## src/rtl/alu_pkg.sv

```systemverilog
// alu_pkg: shared definitions for iterative_alu and seq_muldiv.
//   - 4-bit opcode encodings (compatible with the single-cycle ALU, plus
//     logic/compare/shift/mul/div extensions)
//   - FSM state enum (IDLE, BUSY)
//   - is_multicycle(op): true for ops executed by the iterative datapath
package alu_pkg;

  localparam logic [3:0] OP_AND  = 4'b0000;
  localparam logic [3:0] OP_NOR  = 4'b0001;
  localparam logic [3:0] OP_OR   = 4'b0010;
  localparam logic [3:0] OP_ADD  = 4'b0011;
  localparam logic [3:0] OP_SUB  = 4'b0100;
  localparam logic [3:0] OP_LUI  = 4'b0101;
  localparam logic [3:0] OP_SLT  = 4'b0110;
  localparam logic [3:0] OP_SLL  = 4'b0111;
  localparam logic [3:0] OP_SRL  = 4'b1000;
  localparam logic [3:0] OP_MULU = 4'b1001;
  localparam logic [3:0] OP_DIVU = 4'b1010;
  localparam logic [3:0] OP_REMU = 4'b1011;

  typedef enum logic {
    IDLE = 1'b0,
    BUSY = 1'b1
  } state_t;

  function automatic logic is_multicycle(input logic [3:0] op);
    return (op == OP_MULU) || (op == OP_DIVU) || (op == OP_REMU);
  endfunction

endpackage

```

## src/rtl/seq_muldiv.sv

```systemverilog
// seq_muldiv: iterative unsigned multiply / divide, one step per clock.
//   MULU: LSB-first shift-add, low WIDTH bits of the product.
//   DIVU/REMU: restoring division, one quotient bit per step.
//   A start (ignored while busy) latches operands; exactly WIDTH steps
//   follow. done_o is a combinational pulse during the final step and
//   result_o carries the value that step produces, so the caller registers
//   it on the same edge that completes the operation.
// Ports:
//   clk_i, rst_n_i   clock, async active-low reset
//   start_i          begin a new operation (caller only pulses it when idle)
//   op_i             opcode (MULU / DIVU / REMU)
//   a_i, b_i         operands
//   done_o           high during the last iteration cycle
//   result_o         result, valid while done_o=1
module seq_muldiv
  import alu_pkg::*;
#(
  parameter int WIDTH = 32
) (
  input  logic             clk_i,
  input  logic             rst_n_i,
  input  logic             start_i,
  input  logic [3:0]       op_i,
  input  logic [WIDTH-1:0] a_i,
  input  logic [WIDTH-1:0] b_i,
  output logic             done_o,
  output logic [WIDTH-1:0] result_o
);

  localparam int                CNT_W = $clog2(WIDTH);
  localparam logic [CNT_W-1:0]  LAST  = CNT_W'(WIDTH - 1);

  logic             r_busy;
  logic [CNT_W-1:0] r_cnt;
  logic             r_mul;   // 1: multiply, 0: divide
  logic             r_rem;   // divide: return remainder instead of quotient
  // Shared operand registers:
  //   multiply: r_acc = partial product, r_x = multiplicand (<<1 per step),
  //             r_y = multiplier (>>1 per step)
  //   divide:   r_acc = partial remainder, r_x = dividend shifting out
  //             MSB-first while quotient bits shift in, r_y = divisor
  logic [WIDTH-1:0] r_acc;
  logic [WIDTH-1:0] r_x;
  logic [WIDTH-1:0] r_y;

  logic [WIDTH-1:0] w_acc_mul;
  logic [WIDTH:0]   w_rem_sh;
  logic [WIDTH:0]   w_diff;
  logic             w_fits;
  logic [WIDTH-1:0] w_rem_nx;
  logic [WIDTH-1:0] w_quo_nx;

  always_comb begin
    w_acc_mul = r_y[0] ? (r_acc + r_x) : r_acc;
    w_rem_sh  = {r_acc, r_x[WIDTH-1]};
    // Bit WIDTH of the difference is set exactly when the divisor does not
    // fit. A zero divisor always fits, which naturally yields an all-ones
    // quotient and a remainder equal to the dividend.
    w_diff    = w_rem_sh - {1'b0, r_y};
    w_fits    = ~w_diff[WIDTH];
    w_rem_nx  = w_fits ? w_diff[WIDTH-1:0] : w_rem_sh[WIDTH-1:0];
    w_quo_nx  = {r_x[WIDTH-2:0], w_fits};
  end

  assign done_o   = r_busy && (r_cnt == LAST);
  assign result_o = r_mul ? w_acc_mul : (r_rem ? w_rem_nx : w_quo_nx);

  always_ff @(posedge clk_i or negedge rst_n_i) begin
    if (!rst_n_i) begin
      r_busy <= 1'b0;
      r_cnt  <= '0;
      r_mul  <= 1'b0;
      r_rem  <= 1'b0;
      r_acc  <= '0;
      r_x    <= '0;
      r_y    <= '0;
    end else if (!r_busy) begin
      if (start_i) begin
        r_busy <= 1'b1;
        r_cnt  <= '0;
        r_mul  <= (op_i == OP_MULU);
        r_rem  <= (op_i == OP_REMU);
        r_acc  <= '0;
        r_x    <= a_i;
        r_y    <= b_i;
      end
    end else begin
      r_cnt <= r_cnt + 1'b1;
      if (r_mul) begin
        r_acc <= w_acc_mul;
        r_x   <= {r_x[WIDTH-2:0], 1'b0};
        r_y   <= {1'b0, r_y[WIDTH-1:1]};
      end else begin
        r_acc <= w_rem_nx;
        r_x   <= w_quo_nx;
      end
      if (r_cnt == LAST) begin
        r_busy <= 1'b0;
        r_cnt  <= '0;
      end
    end
  end

endmodule

```

## src/rtl/iterative_alu.sv

```systemverilog
// iterative_alu: registered EX-stage ALU with start/valid/ready handshake.
//   Single-cycle ops (AND NOR OR ADD SUB LUI SLT SLL SRL) produce valid_o
//   the cycle after the accepting edge; back-to-back starts are allowed.
//   MULU/DIVU/REMU (only when ALU_MULDIV_EN is defined) run WIDTH steps in
//   seq_muldiv with ready_o low; valid_o and ready_o rise together.
//   Without ALU_MULDIV_EN those opcodes are undefined (result 0, one cycle)
//   and ready_o is tied high. Undefined opcodes return 0.
// Ports:
//   clk_i, rst_n_i       clock, async active-low reset
//   start_i              request, accepted when ready_o=1
//   alu_operation_i      opcode, a_i / b_i operands (sampled on accept)
//   ready_o              idle and able to accept
//   valid_o              one-cycle pulse, alu_data_o / zero_o valid
//   alu_data_o, zero_o   registered result and (result==0)
module iterative_alu
  import alu_pkg::*;
#(
  parameter int WIDTH   = 32,
  parameter int SHAMT_W = $clog2(WIDTH)
) (
  input  logic             clk_i,
  input  logic             rst_n_i,
  input  logic             start_i,
  input  logic [3:0]       alu_operation_i,
  input  logic [WIDTH-1:0] a_i,
  input  logic [WIDTH-1:0] b_i,
  output logic             ready_o,
  output logic             valid_o,
  output logic [WIDTH-1:0] alu_data_o,
  output logic             zero_o
);

  logic [WIDTH-1:0]   w_sc_res;
  logic [SHAMT_W-1:0] w_shamt;

  assign w_shamt = b_i[SHAMT_W-1:0];

  always_comb begin
    w_sc_res = '0;
    case (alu_operation_i)
      OP_AND: w_sc_res = a_i & b_i;
      OP_NOR: w_sc_res = ~(a_i | b_i);
      OP_OR:  w_sc_res = a_i | b_i;
      OP_ADD: w_sc_res = a_i + b_i;
      OP_SUB: w_sc_res = a_i - b_i;
      OP_LUI: w_sc_res = {b_i[WIDTH/2-1:0], {(WIDTH/2){1'b0}}};
      OP_SLT: w_sc_res = {{(WIDTH-1){1'b0}}, ($signed(a_i) < $signed(b_i))};
      OP_SLL: w_sc_res = a_i << w_shamt;
      OP_SRL: w_sc_res = a_i >> w_shamt;
      default: w_sc_res = '0;
    endcase
  end

  logic             r_valid;
  logic [WIDTH-1:0] r_data;
  logic             r_zero;

  assign valid_o    = r_valid;
  assign alu_data_o = r_data;
  assign zero_o     = r_zero;

`ifdef ALU_MULDIV_EN
  state_t           r_state;
  logic             r_ready;
  logic             w_mc_start;
  logic             w_done;
  logic [WIDTH-1:0] w_mc_res;

  assign w_mc_start = start_i && (r_state == IDLE) && is_multicycle(alu_operation_i);
  assign ready_o    = r_ready;

  seq_muldiv #(.WIDTH(WIDTH)) u_muldiv (
    .clk_i    (clk_i),
    .rst_n_i  (rst_n_i),
    .start_i  (w_mc_start),
    .op_i     (alu_operation_i),
    .a_i      (a_i),
    .b_i      (b_i),
    .done_o   (w_done),
    .result_o (w_mc_res)
  );

  always_ff @(posedge clk_i or negedge rst_n_i) begin
    if (!rst_n_i) begin
      r_state <= IDLE;
      r_ready <= 1'b1;
      r_valid <= 1'b0;
      r_data  <= '0;
      r_zero  <= 1'b1;
    end else begin
      r_valid <= 1'b0;
      case (r_state)
        IDLE: begin
          if (start_i) begin
            if (is_multicycle(alu_operation_i)) begin
              r_state <= BUSY;
              r_ready <= 1'b0;
            end else begin
              r_valid <= 1'b1;
              r_data  <= w_sc_res;
              r_zero  <= (w_sc_res == '0);
            end
          end
        end
        BUSY: begin
          // start_i is deliberately not looked at here: no queuing.
          if (w_done) begin
            r_state <= IDLE;
            r_ready <= 1'b1;
            r_valid <= 1'b1;
            r_data  <= w_mc_res;
            r_zero  <= (w_mc_res == '0);
          end
        end
        default: r_state <= IDLE;
      endcase
    end
  end
`else
  assign ready_o = 1'b1;

  always_ff @(posedge clk_i or negedge rst_n_i) begin
    if (!rst_n_i) begin
      r_valid <= 1'b0;
      r_data  <= '0;
      r_zero  <= 1'b1;
    end else begin
      r_valid <= start_i;
      if (start_i) begin
        r_data <= w_sc_res;
        r_zero <= (w_sc_res == '0);
      end
    end
  end
`endif

endmodule

```

## config.mk

```make
export PLATFORM = sky130hd
export DESIGN_NAME = iterative_alu
export DESIGN_NICKNAME = d
export VERILOG_FILES = /design/src/rtl/alu_pkg.sv /design/src/rtl/seq_muldiv.sv /design/src/rtl/iterative_alu.sv
export SDC_FILE = /design/constraint.sdc
export NUM_CORES = 1
export LEC_CHECK = 0
export ABC_AREA = 1
export BUFFER_PORTS_ARGS = -buffer_cell sky130_fd_sc_hd__buf_2
export CORE_ASPECT_RATIO = 0.8
export CORE_MARGIN = 2
export CORE_UTILIZATION = 26
export DETAILED_ROUTE_END_ITERATION = 6
export PLACE_DENSITY = 0.51
export SETUP_SLACK_MARGIN = 0.15
export SLEW_MARGIN = 30
export SYNTH_ARGS = -nofsm -noshare
export SYNTH_HDL_FRONTEND = slang
export SYNTH_SLANG_ARGS = --single-unit
```

## constraint.sdc

```tcl
create_clock -name clk_i -period 0.8 [get_ports clk_i]
set_input_delay 0.16 -clock clk_i [delete_from_list [all_inputs] [get_ports clk_i]]
set_output_delay 0.16 -clock clk_i [all_outputs]
set_load 0.05 [all_outputs]
```

==> impl_summary.txt <==
----------------------------------------------------
[Floorplan]
  Core Box Area ... 0.0443 sq mm
  Number of rows created at floorplan ... 69
  I/O Pins ... 106
  Die Area ... 0.0465 sq mm
  Die width ... about 240 um
  Floorplan die height ... 193 um
  Initial standard-cell utilization of the core ... 0.263

[Timing]
  Setup TNS after final layout ... -46.84 ns
  Setup violators final ... 67
  Final hold violation count ... 25
  RSZ-0062 raised after global routing ... yes
  Worst hold margin ... -0.265 ns
  Fmax ... around 430 MHz
  Minimum setup slack in the final design ... -1.53 ns
  Slew Limit Headroom ... 0.615
  Final worst path period share ... 2.92
  Worst Tran Pin Value ... ~0.57 ns
  Final-report max-slew violation count ... 0
  Worst Skew ... 0 ns
  Post-route minimum period ... 2.33 ns

[Setup path]
  Critical path arrival ... 2.56 ns
  Critical path launch point ... a_i[0]
  Slowest cell delay on critical path ... 0.37 ns
  Worst setup slack for register-to-register paths ... -0.08 ns
  Kind of launch point of the worst setup path ... input pin
  Capture instance of the worst register-to-register path ... alu_data_o[8]$_DFFE_PN0P_
  CP Cell Sequence ... buf_12 -> ha_4 -> inv_4 -> fa_2 -> inv_2 -> buf_6 -> nand3_4 -> nand2_4 -> nand2_2 -> nand2_2 -> buf_4 -> nand2_1 -> nand3_2 -> nand2_4 -> nor2_4 -> nand2_2 -> nor3_4 -> nand4_1 -> nor2_1 -> nand2_1 -> nand2_1
  Master of the slowest instance on the critical path ... sky130_fd_sc_hd__fa_2
  Worst r2r src ... alu_data_o[8]$_DFFE_PN0P_
  Worst EP required ... a little over 1 ns
  Number of cell instances on the worst register-to-register path ... 3
  Critical Path Sink ... zero_o$_DFFE_PN1P_
  Crit end category ... flip-flop
  Worst Path Max Fanout ... 3
  Setup Crit Path Kind ... input pin to flip-flop

[Yosys]
  Mapped Avg Cell Area ... slightly above 5 sq um
  Most used flip-flop cell after synthesis ... sky130_fd_sc_hd__dfrtp_1
  Largest cells by area after synthesis ... sky130_fd_sc_hd__nand2_1, sky130_fd_sc_hd__nand3_1, sky130_fd_sc_hd__ha_1, sky130_fd_sc_hd__inv_1, sky130_fd_sc_hd__nor2_1
  Number of different library cells in the post-synthesis netlist ... between 40 and 50
  YS warnings ... 0
  Post-synthesis sequential area ratio ... 0.0732
  Top cell type by total area after synthesis ... sky130_fd_sc_hd__nand2_1
  Instance count of the mapped netlist ... 2245
  Share of Yosys cell area claimed by the top area cell type ... 0.217
  Area of the mapped netlist ... 0.0116 sq mm
  Share of flip-flops with an asynchronous set or reset ... 1.00
  Syn_nets ... 2416
  Seq cells post-synth ... 34
  Number of flops mapped to enable cells by yosys ... 0

[Finish]
  Leading cell type in the layout, fill and taps excluded ... sky130_fd_sc_hd__buf_4
  Final core utilization ... 0.470
  Final non-filler cell total ... 3521
  Layout overhead on the synthesized area ... 79.0%
  Antenna diode instance count ... 0
  Final #Nets ... 3088
  Storage cell area ... between 800 and 900 sq um
  Number of fill cells ... 4493
  Total area of multi-input combinational cells ... 0.0114 sq mm
  Fraction of final layout cells sized beyond drive strength 1 ... 0.471
  Commonest non-fill, non-tap cells in the layout ... sky130_fd_sc_hd__buf_4, sky130_fd_sc_hd__nand2_1, sky130_fd_sc_hd__nand3_1
  Post-route cell area ... 0.0208 sq mm

[Detailed routing]
  Vias per std cell ... 5.08
  Total wire length after detailed routing ... 71100 um
  Detailed Routing Iterations Pass 1 ... 6
  Count of unresolved DRC violations after routing ... 0
  WL per Instance ... just over 20 um
  Post-detailed-route count of antenna-violating nets ... 0
  Initial drt markers ... about 2100
  Number of vias in the routed layout ... 17893

[Clock tree]
  Clock transition at the registers of the reported paths ... 0.06 ns
  CTS HTree Levels ... 2
  Clock Sink Count ... 34
  Insertion delay to the later sink of the worst-skew pair ... ~0.28 ns
  Number of clock buffers inserted by TritonCTS ... 5
  CTS tree ... built
  Clock tree buffer depth ... 2
  Cell at the root of the clock tree ... sky130_fd_sc_hd__clkbuf_16

[Outcome]
  Violated checks ... hold timing, setup timing
  Status ... finished with violations

[Power]
  P_leak ... 10.7 nW
  Power consumption ... 0.0194 W
  Power density cells ... 930 mW/mm^2
  Max IR drop VDD ... approximately 1.6 mV

[Placement]
  IO buf count ... 104
  Last weighted congestion value of the routability-driven placer ... 1.10
  Detailed placement HPWL ... 58700 um
  Total placed instance area ... approximately 0.017 sq mm
  Number of instances in the placed design ... 3424

[Global route]
  Largest net degree at the start of global routing ... 48
  Number of antenna violations at the first check in global routing ... 0
  Global-route wire length before repair ... 102000 um
  Residual overflow from global routing ... 0
  Vias in the first global route ... 16420
  GRT Total Usage ... 0.291

[Flow run]
  Max-cap violations ... 0

[Hold path]
  Class of the tightest hold or removal check ... input pin to async pin

----------------------------------------------------
[routing by layer]
layer	wire length, um	up-vias	part of all wire	global-route usage
met5	0	-	0	0
met4	2040	0	0.029	0.0699
met3	7460	93	0.10	0.0549
met2	28600	883	0.40	0.417
met1	33000	8367	0.46	0.441
li1	-	8550	-	-
[flip-flops by register name, indices dropped and copies added (netlist names)]
signal	count
zero_o	1
alu_data_o	32
valid_o	1
[kinds of logic after synthesis]
group           count (synthesis)  share of synthesized area
compound gates                167                     0.0810
fa+ha+maj                     100                      0.109
buf+inv                       421                      0.155
flops                          34                     0.0732
other cells                     1                   0.000322
simple gates                 1522                      0.581
[critical path: cells and delay by family]
kind	cells	cell delay [ns]
buf+inv	5	0.46
fa+ha+maj	2	0.52
simple gates	14	1.41
[worst min-delay path by stage]
stage,startpoint,endpoint,slack [ns]
after floorplan,rst_n_i,alu_data_o[0]$_DFFE_PN0P_,-0.14
after global placement,rst_n_i,alu_data_o[13]$_DFFE_PN0P_,0.04
after detailed placement,rst_n_i,alu_data_o[13]$_DFFE_PN0P_,0.04
after CTS,rst_n_i,alu_data_o[15]$_DFFE_PN0P_,-0.27
after global routing,rst_n_i,alu_data_o[13]$_DFFE_PN0P_,-0.26
final,rst_n_i,alu_data_o[15]$_DFFE_PN0P_,-0.26
[synthesized netlist by cell type (14+ instances only)]
master / n
sky130_fd_sc_hd__nor3_1: 14
sky130_fd_sc_hd__inv_2: 14
sky130_fd_sc_hd__nand2_1: 673
sky130_fd_sc_hd__nor2_1: 241
sky130_fd_sc_hd__buf_4: 18
sky130_fd_sc_hd__a21oi_1: 54
sky130_fd_sc_hd__dfrtp_1: 33
sky130_fd_sc_hd__ha_1: 98
sky130_fd_sc_hd__clkbuf_1: 16
sky130_fd_sc_hd__nand2_4: 20
sky130_fd_sc_hd__buf_2: 44
sky130_fd_sc_hd__nand3_1: 483
sky130_fd_sc_hd__nand2_2: 18
sky130_fd_sc_hd__inv_1: 307
sky130_fd_sc_hd__nand4_1: 28
sky130_fd_sc_hd__o21ai_0: 57
[cell type report]
class                   instances  share of cell area
multi-input cells            1790               0.546
repair buffers                762               0.305
inverters                     324              0.0619
flip-flops and latches         34              0.0429
well taps                     603              0.0362
clock buffers                   7             0.00685
clock inverters                 1             0.00144
[power by group]
part           total [W]  internal (W)  switching (W)
Sequential       0.00211       0.00195       0.000158
Combinational     0.0150       0.00631        0.00866
Clock            0.00229       0.00156       0.000733
[stage by stage]
stage,hold WS (ns),worst slack (ns)
after floorplan,-0.136,-1.27
after global placement,0.0386,-2.54
after detailed placement,0.0404,-2.45
after CTS,-0.265,-1.47
after global routing,-0.258,-1.62
final,-0.265,-1.53
[repair_timing]
item | in CTS | in global routing
cloned | 0 | 1
hold endpoints to repair | 25 | 7
endpoints found under the setup margin | 67 | 67
setup buffers | 61 | 27
pin swaps | 107 | 108
gates resized for setup | 573 | 272
No activity file was read; power rests on OpenSTA's default activity.
